$ cat src/rtl/mem_unit_if.sv
// Request/response bus between the MEM stage and the memory controller.
// The MEM stage is the master; the memory controller is the slave.
interface mem_unit_if #(
    parameter int ADDR_W = 32
);
    logic              req_valid;
    logic              req_ready;
    logic [ADDR_W-1:0] req_addr;
    logic              req_wr;
    logic [31:0]       req_wdata;
    logic [1:0]        req_cnf;
    logic              rsp_valid;
    logic [31:0]       rsp_data;

    modport master (
        output req_valid, req_addr, req_wr, req_wdata, req_cnf,
        input  req_ready, rsp_valid, rsp_data
    );

    modport slave (
        input  req_valid, req_addr, req_wr, req_wdata, req_cnf,
        output req_ready, rsp_valid, rsp_data
    );
endinterface

$ cat src/rtl/mem_unit.sv
// MEM pipeline stage: blocking loads, store buffer that drains in the background,
// load/store word-address hazard detection and misaligned-access trapping.
module mem_unit #(
    parameter int SB_DEPTH = 2,
    parameter int ADDR_W   = 32
) (
    input  logic              clk,
    input  logic              rst,
    input  logic              in_valid,
    input  logic [4:0]        wd_i,
    input  logic              wreg_i,
    input  logic [31:0]       wdata_i,
    input  logic [ADDR_W-1:0] memaddr_i,
    input  logic              memwr_i,
    input  logic [1:0]        memcnf_i,
    input  logic              memsigned_i,
    input  logic              flush,
    output logic              mem_stall,
    output logic              out_valid,
    output logic [4:0]        wd_o,
    output logic              wreg_o,
    output logic [31:0]       wdata_o,
    output logic              misalign_o,
    mem_unit_if.master        bus
);
    localparam int PTR_W = (SB_DEPTH > 1) ? $clog2(SB_DEPTH) : 1;
    localparam int CNT_W = $clog2(SB_DEPTH + 1);

    typedef enum logic [2:0] {IDLE, LD_REQ, LD_WAIT, ST_REQ, ST_WAIT} state_e;

    typedef struct packed {
        logic [ADDR_W-1:0] addr;
        logic [31:0]       data;
        logic [1:0]        cnf;
    } sb_ent_t;

    typedef struct packed {
        logic [ADDR_W-1:0] addr;
        logic [1:0]        cnf;
        logic              sgn;
        logic [4:0]        wd;
        logic              wreg;
    } ld_t;

    state_e              state_q, state_d;
    ld_t                 ld_q, ld_d;
    logic                kill_q, kill_d;
    sb_ent_t             sb_q [SB_DEPTH];
    logic [SB_DEPTH-1:0] vld_q, vld_d;
    logic [PTR_W-1:0]    head_q, head_d, tail_q, tail_d;
    logic [CNT_W-1:0]    cnt_q, cnt_d;
    logic                out_valid_q, out_valid_d, wreg_q, wreg_d, misalign_q, misalign_d;
    logic [4:0]          wd_q, wd_d;
    logic [31:0]         wdata_q, wdata_d;

    logic    misaligned, hazard, ld_busy, pop, push, ld_acc, alu_acc, mis_acc, accept;
    sb_ent_t head_ent;

    function automatic logic [PTR_W-1:0] ptr_inc(input logic [PTR_W-1:0] p);
        return (p == PTR_W'(SB_DEPTH - 1)) ? '0 : p + 1'b1;
    endfunction

    function automatic logic [31:0] extend(input logic [31:0] d, input logic [1:0] cnf,
                                           input logic sgn);
        case (cnf)
            2'd1:    return {{24{sgn & d[7]}}, d[7:0]};
            2'd2:    return {{16{sgn & d[15]}}, d[15:0]};
            default: return d;
        endcase
    endfunction

    assign head_ent = sb_q[head_q];

    // NOTE: every signal written in an always_comb gets a default first, so no path can infer a latch.
    always_comb begin
        misaligned = (memcnf_i == 2'd2 && memaddr_i[0]) ||
                     (memcnf_i == 2'd3 && memaddr_i[1:0] != 2'b00);
        hazard = 1'b0;
        for (int i = 0; i < SB_DEPTH; i++) begin
            if (vld_q[i] && sb_q[i].addr[ADDR_W-1:2] == memaddr_i[ADDR_W-1:2]) hazard = 1'b1;
        end
        ld_busy = (state_q == LD_REQ) || (state_q == LD_WAIT);
        pop     = (state_q == ST_WAIT) && bus.rsp_valid;
        alu_acc = in_valid && !ld_busy && memcnf_i == 2'd0;
        mis_acc = in_valid && !ld_busy && memcnf_i != 2'd0 && misaligned;
        // A full buffer still takes a store when the head retires in the same cycle.
        push    = in_valid && !ld_busy && memcnf_i != 2'd0 && !misaligned && memwr_i &&
                  (cnt_q != CNT_W'(SB_DEPTH) || pop);
        ld_acc  = in_valid && state_q == IDLE && memcnf_i != 2'd0 && !misaligned &&
                  !memwr_i && !hazard;
        accept    = alu_acc || mis_acc || push || ld_acc;
        mem_stall = rst && in_valid && !accept;
    end

    always_comb begin
        state_d     = state_q;
        ld_d        = ld_q;
        kill_d      = kill_q;
        vld_d       = vld_q;
        head_d      = head_q;
        tail_d      = tail_q;
        cnt_d       = cnt_q;
        out_valid_d = 1'b0;
        misalign_d  = 1'b0;
        wd_d        = '0;
        wreg_d      = 1'b0;
        wdata_d     = '0;

        if (ld_acc) begin
            ld_d   = '{addr: memaddr_i, cnf: memcnf_i, sgn: memsigned_i, wd: wd_i, wreg: wreg_i};
            kill_d = 1'b0;
        end
        if (alu_acc) begin
            out_valid_d = 1'b1;
            wd_d        = wd_i;
            wreg_d      = wreg_i;
            wdata_d     = wdata_i;
        end
        if (mis_acc || push) begin
            out_valid_d = 1'b1;
            misalign_d  = mis_acc;
            wd_d        = wd_i;
        end

        case (state_q)
            IDLE: begin
                if (ld_acc)               state_d = LD_REQ;
                else if (cnt_q != '0)     state_d = ST_REQ;
            end
            LD_REQ: begin
                if (bus.req_ready) begin
                    state_d = LD_WAIT;
                    kill_d  = flush;
                end else if (flush) begin
                    state_d = IDLE;
                end
            end
            LD_WAIT: begin
                if (flush) kill_d = 1'b1;
                if (bus.rsp_valid) begin
                    state_d = IDLE;
                    if (!(kill_q || flush)) begin
                        out_valid_d = 1'b1;
                        wd_d        = ld_q.wd;
                        wreg_d      = ld_q.wreg;
                        wdata_d     = extend(bus.rsp_data, ld_q.cnf, ld_q.sgn);
                    end
                end
            end
            ST_REQ:  if (bus.req_ready) state_d = ST_WAIT;
            ST_WAIT: if (bus.rsp_valid) state_d = IDLE;
            default: state_d = IDLE;
        endcase

        if (pop) begin
            vld_d[head_q] = 1'b0;
            head_d        = ptr_inc(head_q);
        end
        if (push) begin
            vld_d[tail_q] = 1'b1;
            tail_d        = ptr_inc(tail_q);
        end
        case ({push, pop})
            2'b10:   cnt_d = cnt_q + 1'b1;
            2'b01:   cnt_d = cnt_q - 1'b1;
            default: cnt_d = cnt_q;
        endcase
    end

    // NOTE: sequential state uses non-blocking assignments so every flop samples pre-edge values.
    always_ff @(posedge clk or negedge rst) begin
        if (!rst) begin
            state_q     <= IDLE;
            ld_q        <= '0;
            kill_q      <= 1'b0;
            vld_q       <= '0;
            head_q      <= '0;
            tail_q      <= '0;
            cnt_q       <= '0;
            out_valid_q <= 1'b0;
            misalign_q  <= 1'b0;
            wd_q        <= '0;
            wreg_q      <= 1'b0;
            wdata_q     <= '0;
        end else begin
            state_q     <= state_d;
            ld_q        <= ld_d;
            kill_q      <= kill_d;
            vld_q       <= vld_d;
            head_q      <= head_d;
            tail_q      <= tail_d;
            cnt_q       <= cnt_d;
            out_valid_q <= out_valid_d;
            misalign_q  <= misalign_d;
            wd_q        <= wd_d;
            wreg_q      <= wreg_d;
            wdata_q     <= wdata_d;
        end
    end

    // NOTE: buffer storage has no reset; vld_q alone decides which entries are meaningful.
    always_ff @(posedge clk) begin
        if (push) sb_q[tail_q] <= '{addr: memaddr_i, data: wdata_i, cnf: memcnf_i};
    end

    assign out_valid  = out_valid_q;
    assign wd_o       = wd_q;
    assign wreg_o     = wreg_q;
    assign wdata_o    = wdata_q;
    assign misalign_o = misalign_q;

    assign bus.req_valid = (state_q == LD_REQ) || (state_q == ST_REQ);
    assign bus.req_wr    = (state_q == ST_REQ);
    assign bus.req_addr  = (state_q == LD_REQ) ? ld_q.addr :
                           (state_q == ST_REQ) ? head_ent.addr : '0;
    assign bus.req_cnf   = (state_q == LD_REQ) ? ld_q.cnf :
                           (state_q == ST_REQ) ? head_ent.cnf : 2'd0;
    assign bus.req_wdata = (state_q == ST_REQ) ? head_ent.data : '0;
endmodule
$ cat src/flat_wrapper.sv
// flat-port wrapper written by rule: the top's interface ports become plain ports
module mem_unit_flat 
#(
    parameter int SB_DEPTH = 2,
    parameter int ADDR_W   = 32
)
  (clk, rst, in_valid, wd_i, wreg_i, wdata_i, memaddr_i, memwr_i, memcnf_i, memsigned_i, flush, mem_stall, out_valid, wd_o, wreg_o, wdata_o, misalign_o, bus_req_valid, bus_req_addr, bus_req_wr, bus_req_wdata, bus_req_cnf, bus_req_ready, bus_rsp_valid, bus_rsp_data);
  mem_unit_if #(.ADDR_W(ADDR_W)) bus_i ();
  input  logic clk;
  input  logic rst;
  input  logic in_valid;
  input  logic [4:0] wd_i;
  input  logic wreg_i;
  input  logic [31:0] wdata_i;
  input  logic [ADDR_W-1:0] memaddr_i;
  input  logic memwr_i;
  input  logic [1:0] memcnf_i;
  input  logic memsigned_i;
  input  logic flush;
  output logic mem_stall;
  output logic out_valid;
  output logic [4:0] wd_o;
  output logic wreg_o;
  output logic [31:0] wdata_o;
  output logic misalign_o;
  output wire logic [$bits(bus_i.req_valid)-1:0] bus_req_valid;
  output wire logic [$bits(bus_i.req_addr)-1:0] bus_req_addr;
  output wire logic [$bits(bus_i.req_wr)-1:0] bus_req_wr;
  output wire logic [$bits(bus_i.req_wdata)-1:0] bus_req_wdata;
  output wire logic [$bits(bus_i.req_cnf)-1:0] bus_req_cnf;
  input wire logic [$bits(bus_i.req_ready)-1:0] bus_req_ready;
  input wire logic [$bits(bus_i.rsp_valid)-1:0] bus_rsp_valid;
  input wire logic [$bits(bus_i.rsp_data)-1:0] bus_rsp_data;
  assign bus_req_valid = bus_i.req_valid;
  assign bus_req_addr = bus_i.req_addr;
  assign bus_req_wr = bus_i.req_wr;
  assign bus_req_wdata = bus_i.req_wdata;
  assign bus_req_cnf = bus_i.req_cnf;
  assign bus_i.req_ready = bus_req_ready;
  assign bus_i.rsp_valid = bus_rsp_valid;
  assign bus_i.rsp_data = bus_rsp_data;
  mem_unit #(.SB_DEPTH(SB_DEPTH), .ADDR_W(ADDR_W)) u_core (.clk(clk), .rst(rst), .in_valid(in_valid), .wd_i(wd_i), .wreg_i(wreg_i), .wdata_i(wdata_i), .memaddr_i(memaddr_i), .memwr_i(memwr_i), .memcnf_i(memcnf_i), .memsigned_i(memsigned_i), .flush(flush), .mem_stall(mem_stall), .out_valid(out_valid), .wd_o(wd_o), .wreg_o(wreg_o), .wdata_o(wdata_o), .misalign_o(misalign_o), .bus(bus_i));
endmodule
$ cat config.mk
export PLATFORM = sky130hd
export DESIGN_NAME = mem_unit_flat
export DESIGN_NICKNAME = d
export VERILOG_FILES = /design/src/rtl/mem_unit_if.sv /design/src/rtl/mem_unit.sv /design/src/flat_wrapper.sv
export SDC_FILE = /design/constraint.sdc
export NUM_CORES = 1
export LEC_CHECK = 0
export CORE_MARGIN = 2
export CORE_UTILIZATION = 52
export CTS_BUF_LIST = sky130_fd_sc_hd__clkbuf_8
export DETAILED_ROUTE_END_ITERATION = 8
export PLACE_DENSITY = 0.82
export SYNTH_ARGS = -nofsm -noshare
export SYNTH_HDL_FRONTEND = slang
export SYNTH_SLANG_ARGS = --single-unit
$ cat constraint.sdc
create_clock -name clk -period 9.8 [get_ports clk]
set_input_delay 0.98 -clock clk [delete_from_list [all_inputs] [get_ports clk]]
set_output_delay 0.98 -clock clk [all_outputs]
set_load 0.02 [all_outputs]
==> run metrics, run 1 <==
largest net degree at the start of global routing=78; Slowest-stage cell, CP=clkdlybuf4s50_1; worst path required time=8.82 ns; TNS Setup=0 ns; crit start category=input pin; P_leak=4.93 nW; commonest non-fill, non-tap cells in the layout=219 x clkdlybuf4s50_1, 132 x edfxtp_1, 89 x dfrtp_1; final setup margin=5.27 ns; worst hold slack=0.399 ns; CTS tree=yes; total power=3.34 mW; clk sink count=223; largest delay contributor family on the critical path=buffers and inverters; WL/cell=20.5 microns; placed cells=1121; Total Routing Usage GR=0.248; die width=140 microns; I/O Pins=221; WP buf/inv=3; final hold vios=0; via count=6512; RSZ-0062 raised after global routing=no; syn_nets=818; initial core utilization=0.534; dpl hpwl=15.7 mm; vias in the first global route=6666; Post-synth EDFFs=132; syn_area_per_cell=13.7 sq um; register clock-pin slew on the reported worst setup and hold paths=0.06 ns; commonest non-fill, non-tap cell in the layout=clkdlybuf4s50_1; ys async rst share=0.408; final clock period utilization by the worst path=0.462; Resize count post-CTS=0; # setup viols final=0; pre-CTS WS=5.25 ns; total setup buffers inserted after CTS=0; Rel. slew slack=0.213; worst-path cell chain=clkdlybuf4s50_1 > a21oi_1 > mux2i_1 > inv_1 > a21oi_1 > and4b_1 > clkdlybuf4s50_1; dpl cell area=0.0120 sq mm; Congestion Overflow GR=0; core area=0.0181 sq mm; IO buf count=220; die area=0.0197 sq mm; Netlist Area Pre-Place=0.00965 sq mm; Worst Skew=0.0230 ns; YS warnings=0; Final GP Congestion=0.824; Routed met2 length=12.2 mm; DR top layer=met4; initial antenna violation count=0; Die Y=140 microns; Area growth syn-to-layout=32.7%; Clock Tree Root=clkbuf_8; final instance area=0.0128 sq mm; DR vias/cell=5.47; Max Buffers Root-to-Sink=3; DR WL met3=1.29 mm; Antenna Nets Post-Route=0; Distinct cells, synth=46; capturing element type of the critical path=primary output; final wirelength=24.4 mm; Seq/Total Area, Yosys=0.646; row count=49; VDD IR max=176 uV; CP max FO=7; Max-Cap Viols=0; Iter 0 DRT Violations=444; clk_lat worst skew=0.52 ns; Util after Layout=0.709; max incr delay on CP=0.61 ns; Max Fclk=0.221 GHz; first-pass GRT wire length=37.7 mm; Inserted Diodes=0; Met1 Wirelength=10.4 mm; Final min period=4.53 ns; drc violations=0; top_reg_cell synth=edfxtp_1; Worst Tran Pin Value=1.18 ns; number of nets in the layout=1047; Slew Viols, Final=0; TritonCTS buffer count=38; power per cell area=261 mW/mm^2; FF+latch count, synth=223; DRT Pass-1 Iters=4; kind of critical path=in -> out; Post-CTS Hold Fix Bufs=0; hold crit path type=in -> async; H-tree depth=2; Worst Path Arrival=3.55 ns; share of layout cells above drive strength 1=0.125; Mapped Cells=703; outcome=finished clean; Finished Layout Cells=1190
area by class of cell:
| type | count | area [sq um] |
|---|---|---|
| sequential | 223 | 6250 |
| fill | 1268 | 5270 |
| multi-input combinational | 430 | 3190 |
| timing repair buffer | 231 | 2280 |
| clock buffer | 46 | 633 |
| tap | 229 | 287 |
| clock inverter | 23 | 148 |
| inverter | 8 | 30.0 |
sequential cells by signal (all words and copies together) (netlist names):
signal and flops:
u_core.tail_q 1, u_core.cnt_q 2, u_core.kill_q 1, u_core.wreg_o 1
u_core.sb_q 132, u_core.vld_q 2, u_core.state_q 3, u_core.out_valid 1
u_core.ld_q 41, u_core.wdata_o 32, u_core.head_q 1, u_core.misalign_o 1
u_core.wd_o 5
synthesized netlist by cell type (2+ instances only):
cell type,number,area (sq um)
a211oi_1,34,255
a21o_1,3,22.5
a21oi_1,52,260
a22o_1,14,123
and2_1,2,12.5
buf_1,5,18.8
buf_2,2,10.0
buf_4,2,15.0
buf_6,4,45.0
clkbuf_1,28,105
dfrtp_1,91,2280
edfxtp_1,132,3960
ha_1,3,37.5
inv_1,7,26.3
mux2_2,41,462
mux2i_1,67,671
nand2_1,28,105
nand2b_1,4,25.0
nand3_1,2,10.0
nand4_1,12,75.1
nor2_1,68,255
nor2b_1,2,12.5
nor3_1,3,15.0
nor4_1,9,56.3
or2_2,2,12.5
xnor2_1,42,368
xor2_1,25,219
worst paths after layout:
| check | start | to | slack, ns | depth (start not counted) |
|---|---|---|---|---|
| max | memcnf_i[0] | mem_stall | 5.27 | 7 |
| min | rst | u_core.ld_q[22]$_DFFE_PN0P_ | 0.40 | 1 |
| max reg2reg | u_core.state_q[1]$_DFFE_PN0P_ | u_core.sb_q[1][14]$_DFFE_PP_ | 6.54 | 7 |
| min reg2reg | u_core.ld_q[5]$_DFFE_PN0P_ | u_core.wd_o[4]$_DFF_PN0_ | 0.49 | 1 |
| max in group asynchronous | rst | u_core.head_q$_DFFE_PN0P_ | 8.08 | 2 |
| min in group clk | u_core.ld_q[5]$_DFFE_PN0P_ | u_core.wd_o[4]$_DFF_PN0_ | 0.49 | 1 |
power by group:
group / switching [mW] / leakage, nW / internal [mW]
Clock: 0.361 / 0.452 / 0.478
Sequential: 0.0969 / 2.36 / 1.17
Combinational: 0.683 / 2.12 / 0.551
Total: 1.14 / 4.93 / 2.20
routing by layer:
layer,vias to the layer above,GRT usage
li1,3047,-
met4,0,0.0781
met3,39,0.0366
met1,3213,0.347
met5,-,0
met2,213,0.405
logic make-up after synthesis:
family | synth area share
compound gates | 0.0765
xor+xnor | 0.0608
fa+ha+maj | 0.00389
buf+inv | 0.0246
flops | 0.646
mux | 0.117
simple gates | 0.0705
Power figures use the tool's default switching activity.
==> run 2: changes to the inputs <==
Clock period 9.8 ns to 4.3 ns, I/O delays scaled along.
==> run 2 against run 1 <==
Final cell count is 0.17% higher. Via count is 2.7% higher. Combinational power is 120% higher. Global-route usage is 0.25 points higher. Count of clock-buffer cells in the layout stayed put. Sequential power is 130% higher. Worst hold slack better by 0.024 ns. First-iteration DRC count is 12% lower. Setup slack worse by 4.5 ns. Clock skew is 0.0077 ns lower. Highest routed layer unchanged. Flip-flop and latch count stayed put. Wire length is 2.2% higher. Largest cell class unchanged.
==> run metrics, run 2 (synthesized netlist as in run 1, its figures left out) <==
TritonCTS buffer count=38 (unchanged); combinational share of power=0.364 (-0.005); initial core utilization=0.534 (unchanged); placed cells=1121 (unchanged); die width=140 microns (unchanged); commonest non-fill, non-tap cell in the layout=clkdlybuf4s50_1; CP max FO=7 (unchanged); register clock-pin slew on the reported worst setup and hold paths=0.06 ns (about the same); Area growth syn-to-layout=32.7% (about the same); Seq. cell area=0.00625 sq mm (unchanged); Total Routing Usage GR=0.250 (+0.00249); DRT Pass-1 Iters=5 (+1); Finished Layout Cells=1192 (+0.17%); Slew Viols, Final=0 (unchanged); final setup margin=0.767 ns (-4.50 ns); RSZ-0062 raised after global routing=no; flop2flop setup slack=1.44 ns (-5.10 ns); Worst Skew=0.0153 ns (-0.00773 ns); capturing element type of the critical path=primary output; Sw Ratio=0.350 (+0.00809); worst hold slack=0.423 ns (+0.0240 ns); clk_lat worst skew=0.52 ns (about the same); dpl hpwl=16.3 mm (+3.9%); I/O Pins=221 (unchanged); Clock Tree Root=clkbuf_8; Die Y=140 microns (unchanged); total setup buffers inserted after CTS=0 (unchanged); first-pass GRT wire length=38.0 mm (+0.84%); Final min period=3.53 ns; hold crit path type=in -> async; CTS tree=yes; Clk pwr share=0.240 (-0.011); reg2reg path depth=8 (+1); Antenna Nets Post-Route=0 (unchanged); H-tree depth=2 (unchanged); TNS Setup=0 ns (unchanged); P_sw=2.63 mW (+130%); fillers=1252 (-1.3%); largest net degree at the start of global routing=70 (-10%); crit start category=input pin; share of layout cells above drive strength 1=0.121 (-0.00337); Max Fclk=0.283 GHz; final wirelength=24.9 mm (+2.2%); worst path required time=3.87 ns (-4.95 ns); pre-CTS WS=0.779 ns (-4.47 ns); power per cell area=587 mW/mm^2 (+130%); footprint of the multi-input gates=0.00320 sq mm (+0.27%); kind of critical path=in -> out; worst r2r dst=u_core.wdata_o[17]$_DFF_PN0_; final clock period utilization by the worst path=0.822; outcome=finished clean; IO buf count=220 (unchanged); commonest non-fill, non-tap cells in the layout=219 x clkdlybuf4s50_1, 132 x edfxtp_1, 89 x dfrtp_1; Max-Cap Viols=0 (unchanged); Worst Tran Pin Value=0.829 ns (-0.352 ns); Post-CTS Hold Fix Bufs=1 (+1); max reg flops=132 (unchanged); Iter 0 DRT Violations=392 (-12%); final hold vios=0 (unchanged); Final GP Congestion=0.824 (about the same); R2R Path Start=u_core.ld_q[7]$_DFFE_PN0P_; via count=6689 (+2.7%); Max Buffers Root-to-Sink=3 (unchanged); die area=0.0197 sq mm (unchanged); Inserted Diodes=0 (unchanged); initial antenna violation count=0 (unchanged); vias in the first global route=6896 (+3.5%); Worst Path Arrival=3.10 ns (-0.45 ns); row count=49 (unchanged); drc violations=0 (unchanged); P_leak=4.92 nW (-0.11%); Resize count post-CTS=0 (unchanged); WL/cell=20.9 microns (+2.0%); VDD IR max=368 uV (+110%); # setup viols final=0 (unchanged); crit path from=memcnf_i[0]; Reg power frac=0.397 (+0.018); clk sink count=223 (unchanged); Largest Register=u_core.sb_q; Rel. slew slack=0.447 (+0.235); core area=0.0181 sq mm (unchanged); Congestion Overflow GR=0 (unchanged); DR vias/cell=5.61 (+2.5%); Cell Int Power=4.89 mW (+120%); number of nets in the layout=1048 (+0.096%)
[run 2: per-stage QoR]
stage                     area, sq um  power (mW)  utilization
after CTS                       12800        7.58        0.708
after detailed placement        12100        5.76        0.667
after global routing            12800        7.87        0.708
after floorplan                  9670        4.61            -
final                           12800        7.52        0.708
after global placement          12100        5.68        0.667
[run 2: worst max path at each step]
stage / depth (start not counted) / endpoint
5_1_grt: 7 / mem_stall
6_report: 7 / mem_stall
3_3_place_gp: 7 / mem_stall
4_1_cts: 7 / mem_stall
2_1_floorplan: 6 / u_core.sb_q[0][0]$_DFFE_PP_
3_5_place_dp: 7 / mem_stall
[run 2: power by group through the flow]
stage               clock network (mW)  registers, mW  logic (mW)
finish                            1.80           2.98        2.74
global route                      1.92           3.03        2.92
detailed placement                   0           3.02        2.74
global placement                     0           3.00        2.68
floorplan                            0           2.94        1.67
CTS                               1.83           2.98        2.76
[run 2: worst max-delay path, stage by stage]
cell             delay (ns)
clkdlybuf4s50_1        0.61
a21oi_1                0.12
mux2i_1                0.41
inv_1                  0.19
a21oi_1                0.51
and4b_1                0.28
clkdlybuf4s50_1        0.54
[run 2: layer usage]
layer / wire, microns / global-route usage / vias to the layer above
met4: 752 / 0.0952 / 0
met5: 0 / 0 / -
met1: 10200 / 0.327 / 3358
met2: 12300 / 0.411 / 248
li1: - / - / 3036
met3: 1590 / 0.0591 / 47
[run 2: layout make-up]
cell class | count | area share
multi-input cells | 430 | 0.250
inverters | 8 | 0.00234
clock inverters | 24 | 0.00762
flip-flops and latches | 223 | 0.488
well taps | 229 | 0.0224
clock buffers | 46 | 0.0494
repair buffers | 232 | 0.181
